--- config.mk ---
export PLATFORM = sky130hd
export DESIGN_NAME = lt24_frame_scheduler_flat
export DESIGN_NICKNAME = d
export VERILOG_FILES = /design/src/rtl/lt24_frame_scheduler_if.sv /design/src/rtl/lt24_frame_scheduler.sv /design/src/flat_wrapper.sv
export SDC_FILE = /design/constraint.sdc
export NUM_CORES = 1
export LEC_CHECK = 0
export ABC_AREA = 0
export ABC_CLOCK_PERIOD_IN_PS = 4500
export BUFFER_PORTS_ARGS = -buffer_cell sky130_fd_sc_hd__buf_4
export CAP_MARGIN = 20
export CORE_ASPECT_RATIO = 1.4
export CORE_MARGIN = 3
export CORE_UTILIZATION = 30
export DETAILED_ROUTE_END_ITERATION = 8
export PLACE_DENSITY = 0.51
export SKIP_CTS_REPAIR_TIMING = 1
export SYNTH_ARGS = -nofsm -noshare
export SYNTH_HDL_FRONTEND = slang
export SYNTH_SLANG_ARGS = --single-unit
--- constraint.sdc ---
create_clock -name clk -period 4.5 [get_ports clk]
set_input_delay 0 -clock clk [delete_from_list [all_inputs] [get_ports clk]]
set_output_delay 0 -clock clk [all_outputs]
set_load 0.01 [all_outputs]
--- src/rtl/lt24_frame_scheduler_if.sv ---
// Signal bundle between the frame scheduler, the framebuffer read port and the LT24 driver.
// master = scheduler side, slave = environment (RAM, driver, requesters).
interface lt24_frame_scheduler_if #(
    parameter int ADDR_W = 17
);
    logic              refresh_req;
    logic              clear_req;
    logic              fb_rd_en;
    logic [ADDR_W-1:0] fb_addr;
    logic [15:0]       fb_data;
    logic              lcd_initialized;
    logic              lcd_done;
    logic              lcd_print;
    logic [15:0]       lcd_pixel;
    logic              busy;
    logic              frame_done;

    modport master (
        input  refresh_req, clear_req, fb_data, lcd_initialized, lcd_done,
        output fb_rd_en, fb_addr, lcd_print, lcd_pixel, busy, frame_done
    );

    modport slave (
        output refresh_req, clear_req, fb_data, lcd_initialized, lcd_done,
        input  fb_rd_en, fb_addr, lcd_print, lcd_pixel, busy, frame_done
    );
endinterface

--- src/rtl/lt24_frame_scheduler.sv ---
// Streams a whole frame into the LT24 driver, one pixel per print/done handshake,
// sourcing pixels from the framebuffer (refresh) or a constant colour (clear).
module lt24_frame_scheduler #(
    parameter int          H_RES       = 240,
    parameter int          V_RES       = 320,
    parameter int          ADDR_W      = 17,
    parameter logic [15:0] CLEAR_COLOR = 16'hFFFF
) (
    input  logic                  clk,
    input  logic                  reset,
    lt24_frame_scheduler_if.master bus
);

    localparam int                NPIX = H_RES * V_RES;
    localparam logic [ADDR_W-1:0] LAST = ADDR_W'(NPIX - 1);

    typedef enum logic [2:0] {IDLE, FETCH, LOAD, PRINT, WAIT_DONE} state_t;
    typedef enum logic {MODE_REF, MODE_CLR} mode_t;

    state_t            state;
    mode_t             mode;
    logic              pend_ref;
    logic              pend_clr;
    logic [ADDR_W-1:0] cnt;
    logic              start_clr;
    logic              start_ref;

    // Clear has priority; the losing request simply stays pending.
    always_comb begin
        start_clr = 1'b0;
        start_ref = 1'b0;
        if (state == IDLE && bus.lcd_initialized) begin
            start_clr = pend_clr;
            start_ref = !pend_clr && pend_ref;
        end
    end

    always_ff @(posedge clk) begin
        if (!reset) begin
            state          <= IDLE;
            mode           <= MODE_REF;
            pend_ref       <= 1'b0;
            pend_clr       <= 1'b0;
            cnt            <= '0;
            bus.fb_rd_en   <= 1'b0;
            bus.fb_addr    <= '0;
            bus.lcd_print  <= 1'b0;
            bus.lcd_pixel  <= '0;
            bus.busy       <= 1'b0;
            bus.frame_done <= 1'b0;
        end else begin
            pend_clr       <= (pend_clr & ~start_clr) | bus.clear_req;
            pend_ref       <= (pend_ref & ~start_ref) | bus.refresh_req;
            bus.frame_done <= 1'b0;

            case (state)
                IDLE: begin
                    if (start_clr || start_ref) begin
                        mode     <= start_clr ? MODE_CLR : MODE_REF;
                        cnt      <= '0;
                        bus.busy <= 1'b1;
                        state    <= FETCH;
                        if (start_ref) begin
                            bus.fb_rd_en <= 1'b1;
                            bus.fb_addr  <= '0;
                        end
                    end
                end

                // A read is normally issued on entry; if the LCD went uninitialized
                // at the last handshake we wait here and issue it on recovery.
                FETCH: begin
                    if (bus.fb_rd_en) begin
                        bus.fb_rd_en <= 1'b0;
                        state        <= LOAD;
                    end else if (bus.lcd_initialized) begin
                        if (mode == MODE_CLR) begin
                            bus.lcd_pixel <= CLEAR_COLOR;
                            bus.lcd_print <= 1'b1;
                            state         <= PRINT;
                        end else begin
                            bus.fb_rd_en <= 1'b1;
                            bus.fb_addr  <= cnt;
                        end
                    end
                end

                LOAD: begin
                    bus.lcd_pixel <= bus.fb_data;
                    bus.lcd_print <= 1'b1;
                    state         <= PRINT;
                end

                PRINT: state <= WAIT_DONE;

                WAIT_DONE: begin
                    if (bus.lcd_done) begin
                        bus.lcd_print <= 1'b0;
                        if (cnt == LAST) begin
                            bus.frame_done <= 1'b1;
                            bus.busy       <= 1'b0;
                            state          <= IDLE;
                        end else begin
                            cnt   <= cnt + 1'b1;
                            state <= FETCH;
                            if (mode == MODE_REF && bus.lcd_initialized) begin
                                bus.fb_rd_en <= 1'b1;
                                bus.fb_addr  <= cnt + 1'b1;
                            end
                        end
                    end
                end

                default: state <= IDLE;
            endcase
        end
    end

endmodule

--- src/flat_wrapper.sv ---
// flat-port wrapper written by rule: the top's interface ports become plain ports
module lt24_frame_scheduler_flat 
#(
    parameter int          H_RES       = 240,
    parameter int          V_RES       = 320,
    parameter int          ADDR_W      = 17,
    parameter logic [15:0] CLEAR_COLOR = 16'hFFFF
)
  (clk, reset, bus_refresh_req, bus_clear_req, bus_fb_data, bus_lcd_initialized, bus_lcd_done, bus_fb_rd_en, bus_fb_addr, bus_lcd_print, bus_lcd_pixel, bus_busy, bus_frame_done);
  lt24_frame_scheduler_if #(.ADDR_W(ADDR_W)) bus_i ();
  input  logic clk;
  input  logic reset;
  input wire logic [$bits(bus_i.refresh_req)-1:0] bus_refresh_req;
  input wire logic [$bits(bus_i.clear_req)-1:0] bus_clear_req;
  input wire logic [$bits(bus_i.fb_data)-1:0] bus_fb_data;
  input wire logic [$bits(bus_i.lcd_initialized)-1:0] bus_lcd_initialized;
  input wire logic [$bits(bus_i.lcd_done)-1:0] bus_lcd_done;
  output wire logic [$bits(bus_i.fb_rd_en)-1:0] bus_fb_rd_en;
  output wire logic [$bits(bus_i.fb_addr)-1:0] bus_fb_addr;
  output wire logic [$bits(bus_i.lcd_print)-1:0] bus_lcd_print;
  output wire logic [$bits(bus_i.lcd_pixel)-1:0] bus_lcd_pixel;
  output wire logic [$bits(bus_i.busy)-1:0] bus_busy;
  output wire logic [$bits(bus_i.frame_done)-1:0] bus_frame_done;
  assign bus_i.refresh_req = bus_refresh_req;
  assign bus_i.clear_req = bus_clear_req;
  assign bus_i.fb_data = bus_fb_data;
  assign bus_i.lcd_initialized = bus_lcd_initialized;
  assign bus_i.lcd_done = bus_lcd_done;
  assign bus_fb_rd_en = bus_i.fb_rd_en;
  assign bus_fb_addr = bus_i.fb_addr;
  assign bus_lcd_print = bus_i.lcd_print;
  assign bus_lcd_pixel = bus_i.lcd_pixel;
  assign bus_busy = bus_i.busy;
  assign bus_frame_done = bus_i.frame_done;
  lt24_frame_scheduler #(.H_RES(H_RES), .V_RES(V_RES), .ADDR_W(ADDR_W), .CLEAR_COLOR(CLEAR_COLOR)) u_core (.clk(clk), .reset(reset), .bus(bus_i));
endmodule
After elaboration in Yosys (flattened, before gate mapping)
Index checks and enable logic that the tools add are counted.
Cells by class
  bitwise gates (word level): 7
  add/sub/neg operators: 1
  reduce and logical (&&, ||, !) cells: 19
  equality and inequality tests: 17
  muxes and demuxes: 46
Operators with widths (number)
  17-bit 2-to-1 mux: 11
  17-bit case mux with 3 select lines: 1
  16-bit 2-to-1 mux: 3
  17-bit case mux with 2 select lines: 1
  16-bit case mux with 2 select lines: 1
  1-bit 2-to-1 mux: 20
  17-bit by 1-bit adder with 17-bit output (second input constant): 1
  17-bit equality test (second input constant): 1
  4-bit AND reduction: 4
  3-bit 2-to-1 mux: 5
  3-bit case mux with 5 select lines: 1
  2-bit != test (second input constant): 6
  9-bit AND reduction: 1
  2-bit by 1-bit != test with 1-bit output (second input constant): 4
  3-bit by 2-bit equality test with 1-bit output (second input constant): 2
  1-bit case mux with 3 select lines: 2
  6-bit AND reduction: 1
  3-bit nonzero test: 2
  5-bit AND reduction: 1
  2-bit nonzero test: 2
  3-bit by 1-bit equality test with 1-bit output (second input constant): 1
  3-bit equality test (second input constant): 1
  1-bit logical AND: 3
  3-bit logical NOT: 1
  other kinds (10): 14
Storage, ports and cells
  input bits: 22
  logic and storage cells: 101
  register bits: 60
  output and inout bits: 37

Longest topological paths before layout
  word-level depth: 6
  mapped depth: 8
  depth with buffers taken out: 6

Worst setup path before layout
No wires, ideal clock.
  kind: flip-flop to flip-flop
  start: register u_core.cnt[10]
  end: register u_core.bus.fb_addr[6]
  data required time: 4.384 ns
  setup time: 0.116 ns
  data arrival time: 1.874 ns
  buffers on the path: 2
  clock period less this slack: 1.990 ns
  setup slack: 2.510 ns
  cell stages (with the launch flop): 7
  cell sequence: dfxtp_1 -> buf_6 -> or4b_4 -> or2_4 -> o311a_4 -> buf_6 -> o211a_1
On the way
  word-level cells in the longest chain between the ends: 3
Ends and longest elaborated chain
  start, declared: RTL line lt24_frame_scheduler.sv:24  | logic [ADDR_W-1:0] cnt;
  start signal, assigned: RTL line lt24_frame_scheduler.sv:104  | cnt <= cnt + 1'b1;
  17-bit equality test: RTL line lt24_frame_scheduler.sv:99  | if (cnt == LAST) begin
  2-bit != test (no line)
  9-bit AND reduction (no line)
  end signal, assigned: RTL line lt24_frame_scheduler.sv:83  | bus.fb_addr <= cnt;
  end signal, assigned: RTL line lt24_frame_scheduler.sv:108  | bus.fb_addr <= cnt + 1'b1;
  end, declared: RTL line lt24_frame_scheduler_if.sv:20  | output fb_rd_en, fb_addr, lcd_print, lcd_pixel, busy, frame_done
Every way passes these cells.
A chain may end at the register's enable or synchronous reset.

Worst setup path in the final report
  start: register u_core.state[2]
  end: register u_core.bus.lcd_pixel[12]
On the way
  word-level cells in the longest chain between the ends: 3
  elaborated cells on any way between the ends: 8
  classes of those cells: eq/ne (5); mux (1); reduce/logical (2)
Ends and longest elaborated chain
  start, declared: RTL line lt24_frame_scheduler.sv:20  | state_t state;
  start signal, assigned: RTL line lt24_frame_scheduler.sv:40  | state <= IDLE;
  start signal, assigned: RTL line lt24_frame_scheduler.sv:62  | state <= FETCH;
  start signal, assigned: RTL line lt24_frame_scheduler.sv:75  | state <= LOAD;
  3-bit by 1-bit equality test with 1-bit output or 3-bit by 2-bit equality test with 1-bit output (tied branches): RTL line lt24_frame_scheduler.sv:56  | case (state)
  2-bit != test (no line) (tied with other cells)
  4-bit AND reduction (no line)
  end signal, assigned: RTL line lt24_frame_scheduler.sv:89  | bus.lcd_pixel <= bus.fb_data;
  end, declared: RTL line lt24_frame_scheduler_if.sv:20
Parallel ways exist; a longest one is shown, timed or not.

==> metrics.md <==
| Metric | Value |
|---|---|
| Layout filler cell count | 974 |
| Detail-routed net length per standard cell | 15.8 µm |
| Worst hold slack across all endpoints | 0.0509 ns |
| Unrepaired setup endpoints after global routing | no |
| Final worst clock skew | 0.00782 ns |
| Number of flops mapped to enable cells by yosys | 0 |
| Fmax | 0.451 GHz |
| Total power consumption of the routed design | 1.39 mW |
| Via-per-instance ratio | 5.38 |
| Number of clock buffers inserted by TritonCTS | 9 |
| Number of endpoints failing setup at the final stage | 0 |
| CP Launch Type | flip-flop |
| Async set or reset register ratio after synthesis | 0% |
| Average cell area after synthesis | 8.66 µm² |
| Syn Inst Count | 342 |
| Cell at the root of the clock tree | sky130_fd_sc_hd__clkbuf_16 |
| Crit path DAT | 2.43 ns |
| Internal portion of total power | 1.03 mW |
| Count of port buffers added during placement | 58 |
| Share of power burned in combinational logic | 14.8% |
| Post-synthesis net count | 365 |
| Max-slew violation total from the final report | 0 |
| Synthesis warning total | 0 |
| Sequential-to-total area share from yosys stat | 40.5% |
| Final number of hold-violating endpoints | 0 |
| Depth of the worst register-to-register path | 5 |
| Pleak | 1.45 nW |
| Number of core rows | 42 |
| R2r startpoint | u_core.state[2] |
| First-pass GRT wire length | 13,600 µm |
| Number of antenna violations at the first check in global routing | 0 |
| Number of remaining DRC errors | 0 |
| Post-detailed-route count of antenna-violating nets | 0 |
| HPWL after DPL | 5520 µm |
| Maxcap violations | 0 |
| Ant. Diodes | 0 |
| Total global routing track utilization | 15.4% |
| Setup ws final | 2.28 ns |
| Worst vdd rail ir drop | 0.221 mV |
| Internal reg-to-reg setup slack | 2.28 ns |
| Maximum root-to-sink buffer count | 2 |
| Routability-driven placement congestion ratio | 0.845 |
| CTS tree | built |
| RR Endpoint | u_core.bus.lcd_pixel[12] |
| Pre-CTS WS | 2.02 ns |
| Peak fanout along the critical path | 17 |
| Beginning of the critical path | u_core.state[2] |
| Die area | 11,100 µm² |
| Critical Path End | u_core.bus.lcd_pixel[12] |
| Part of the power in the clock network | 43.1% |
| Share of total power consumed by net switching | 26.4% |
| Core Area | 9560 µm² |
| Crit share post-route | 49.3% |
| Violation count after the first detailed-routing iteration | 196 |
| Status | finished, final reports clean |
| Overall routed net length | 8480 µm |
| Max H-tree Level | 3 |
| Tmin final | 2.22 ns |
| Part of the power in registers | 42.1% |
| Synth Register Bits | 60 |
| Relative slew margins | 30.6% |
| Signed area change from the synthesized netlist to the final layout | 30.7% |
| Post-synth top flop | sky130_fd_sc_hd__dfxtp_1 |
| Type of the most critical hold path | input port to flip-flop |
| Overall die width | 90.0 µm |
| Power density over the cells | 360 nW/µm² |
| Clock transition at path regs | 0.05 ns |
| Total congestion overflow | 0 |
| Psw | 367 µW |
| Clk_lat worst skew | 0.33 ns |
| Starting density of the core | 31.0% |
| Endpoint type of the worst setup path | flip-flop |
| Total placed instance area | 3430 µm² |
| Share of layout cells above drive strength 1 | 26.5% |
| Final cell area excluding filler cells | 3870 µm² |
| Via count of the first global-routing pass | 2,632 |
| Via Count | 2,885 |
| Total Nets Final | 423 |
| Final total negative setup slack | 0 ns |
| Required time reported for the critical path endpoint | 4.71 ns |
| Number of iterations in the first detailed-routing pass | 6 |
| Total standard cell area after synthesis | 2960 µm² |
| Transition at the pin with the smallest max-transition slack | 1.04 ns |
| Number of sinks handled by clock tree synthesis | 60 |
| Largest net degree at the start of global routing | 50 |
| Chip Height | 124 µm |
| Post-synth cell types | 55 |
| I/O Pins | 59 |
| Crit Path Class | flip-flop to flip-flop |
cells in the final DEF (no fill, tap or decap), drive strengths merged, types with 5 or more instances in the layout:
| cell type | count |
|---|---|
| o2111ai | 5 |
| a211oi | 6 |
| nand3 | 19 |
| clkbuf | 9 |
| clkinv | 7 |
| nand2 | 26 |
| and3 | 6 |
| or3 | 5 |
| dlygate4sd3 | 18 |
| nand2b | 5 |
| o21ai | 26 |
| nor2 | 22 |
| dfxtp | 60 |
| buf | 61 |
| o221a | 17 |
| nor3 | 9 |
| a21oi | 27 |
| o211ai | 8 |
| a31oi | 12 |
registers in the layout, indices dropped and copies added, names as in the netlist:
register	cells
u_core.bus.frame_done	1
u_core.bus.busy	1
u_core.bus.fb_rd_en	1
u_core.cnt	17
u_core.pend_clr	1
u_core.bus.lcd_print	1
u_core.bus.lcd_pixel	16
u_core.mode	1
u_core.bus.fb_addr	17
u_core.state	3
u_core.pend_ref	1
metal layers:
metal	share of wire [%]	GRT usage [%]	vias up
met1	45	19.3	1350
met2	48	25.1	88
li1	-	-	1430
met3	4.6	3.14	17
met5	0	0	-
met4	2.9	8.62	0
how the worst min path moves through the flow:
stage | from | to | slack, ns | cells after the start
final | bus_lcd_done | u_core.state[2] | 0.05 | 4
after global routing | bus_lcd_done | u_core.state[2] | 0.08 | 4
after CTS | bus_clear_req | u_core.pend_clr | -0.12 | 3
after detailed placement | bus_clear_req | u_core.pend_clr | 0.22 | 3
after global placement | bus_clear_req | u_core.pend_clr | 0.21 | 3
after floorplan | bus_clear_req | u_core.pend_clr | 0.12 | 2
kinds of logic (layout without fill, tap and decap cells):
kind of cell	after synthesis	count (layout)	synth area share (%)
flops	60	60	40.5
xor+xnor	1	1	0.296
buf+inv	37	99	5.95
fa+ha+maj	1	1	0.422
simple gates	116	116	20.9
mux	1	1	0.380
compound gates	126	126	31.5
critical path: stages (launching register included):
cell and delay (ns):
sky130_fd_sc_hd__dfxtp_1 0.47, sky130_fd_sc_hd__clkinv_1 0.31, sky130_fd_sc_hd__nand3_1 0.57, sky130_fd_sc_hd__o31ai_2 0.25
sky130_fd_sc_hd__buf_4 0.25, sky130_fd_sc_hd__o221a_2 0.25
power by group through the flow:
stage | Combinational (mW) | Sequential, mW | Clock (mW)
floorplan | 0.111 | 0.603 | 0
global placement | 0.193 | 0.596 | 0
detailed placement | 0.195 | 0.597 | 0
CTS | 0.195 | 0.586 | 0.617
global route | 0.226 | 0.590 | 0.640
finish | 0.207 | 0.586 | 0.600
per-stage QoR:
| step | util, % | instances |
|---|---|---|
| 6_report | 40.5 | 536 |
| 5_1_grt | 40.5 | 536 |
| 4_1_cts | 38.5 | 517 |
| 3_5_place_dp | 35.8 | 502 |
| 3_3_place_gp | 35.8 | 502 |
| 2_1_floorplan | - | 342 |
cells in the mapped netlist (all sizes together) (6+ instances only):
| library cell | n | area share (%) |
|---|---|---|
| nand2 | 26 | 3.3 |
| a211oi | 6 | 2.2 |
| dfxtp | 60 | 41 |
| clkbuf | 22 | 2.8 |
| buf | 10 | 2.5 |
| o211ai | 8 | 2.2 |
| o221a | 17 | 6.5 |
| and3 | 6 | 1.3 |
| nand3 | 19 | 3.2 |
| nor2 | 22 | 2.8 |
| a21oi | 27 | 4.6 |
| nor3 | 9 | 1.7 |
| o21ai | 26 | 4.4 |
| a31oi | 12 | 2.5 |
cell type report:
class                   instances  area (µm²)  area share [%]
flip-flops and latches         60        1200            31.0
clock buffers                   9         225            5.82
multi-input cells             245        1590            41.1
repair buffers                 79         638            16.5
clock inverters                 6        32.5           0.840
inverters                       5        18.8           0.485
well taps                     132         165            4.27
No activity file was read; power rests on OpenSTA's default activity.
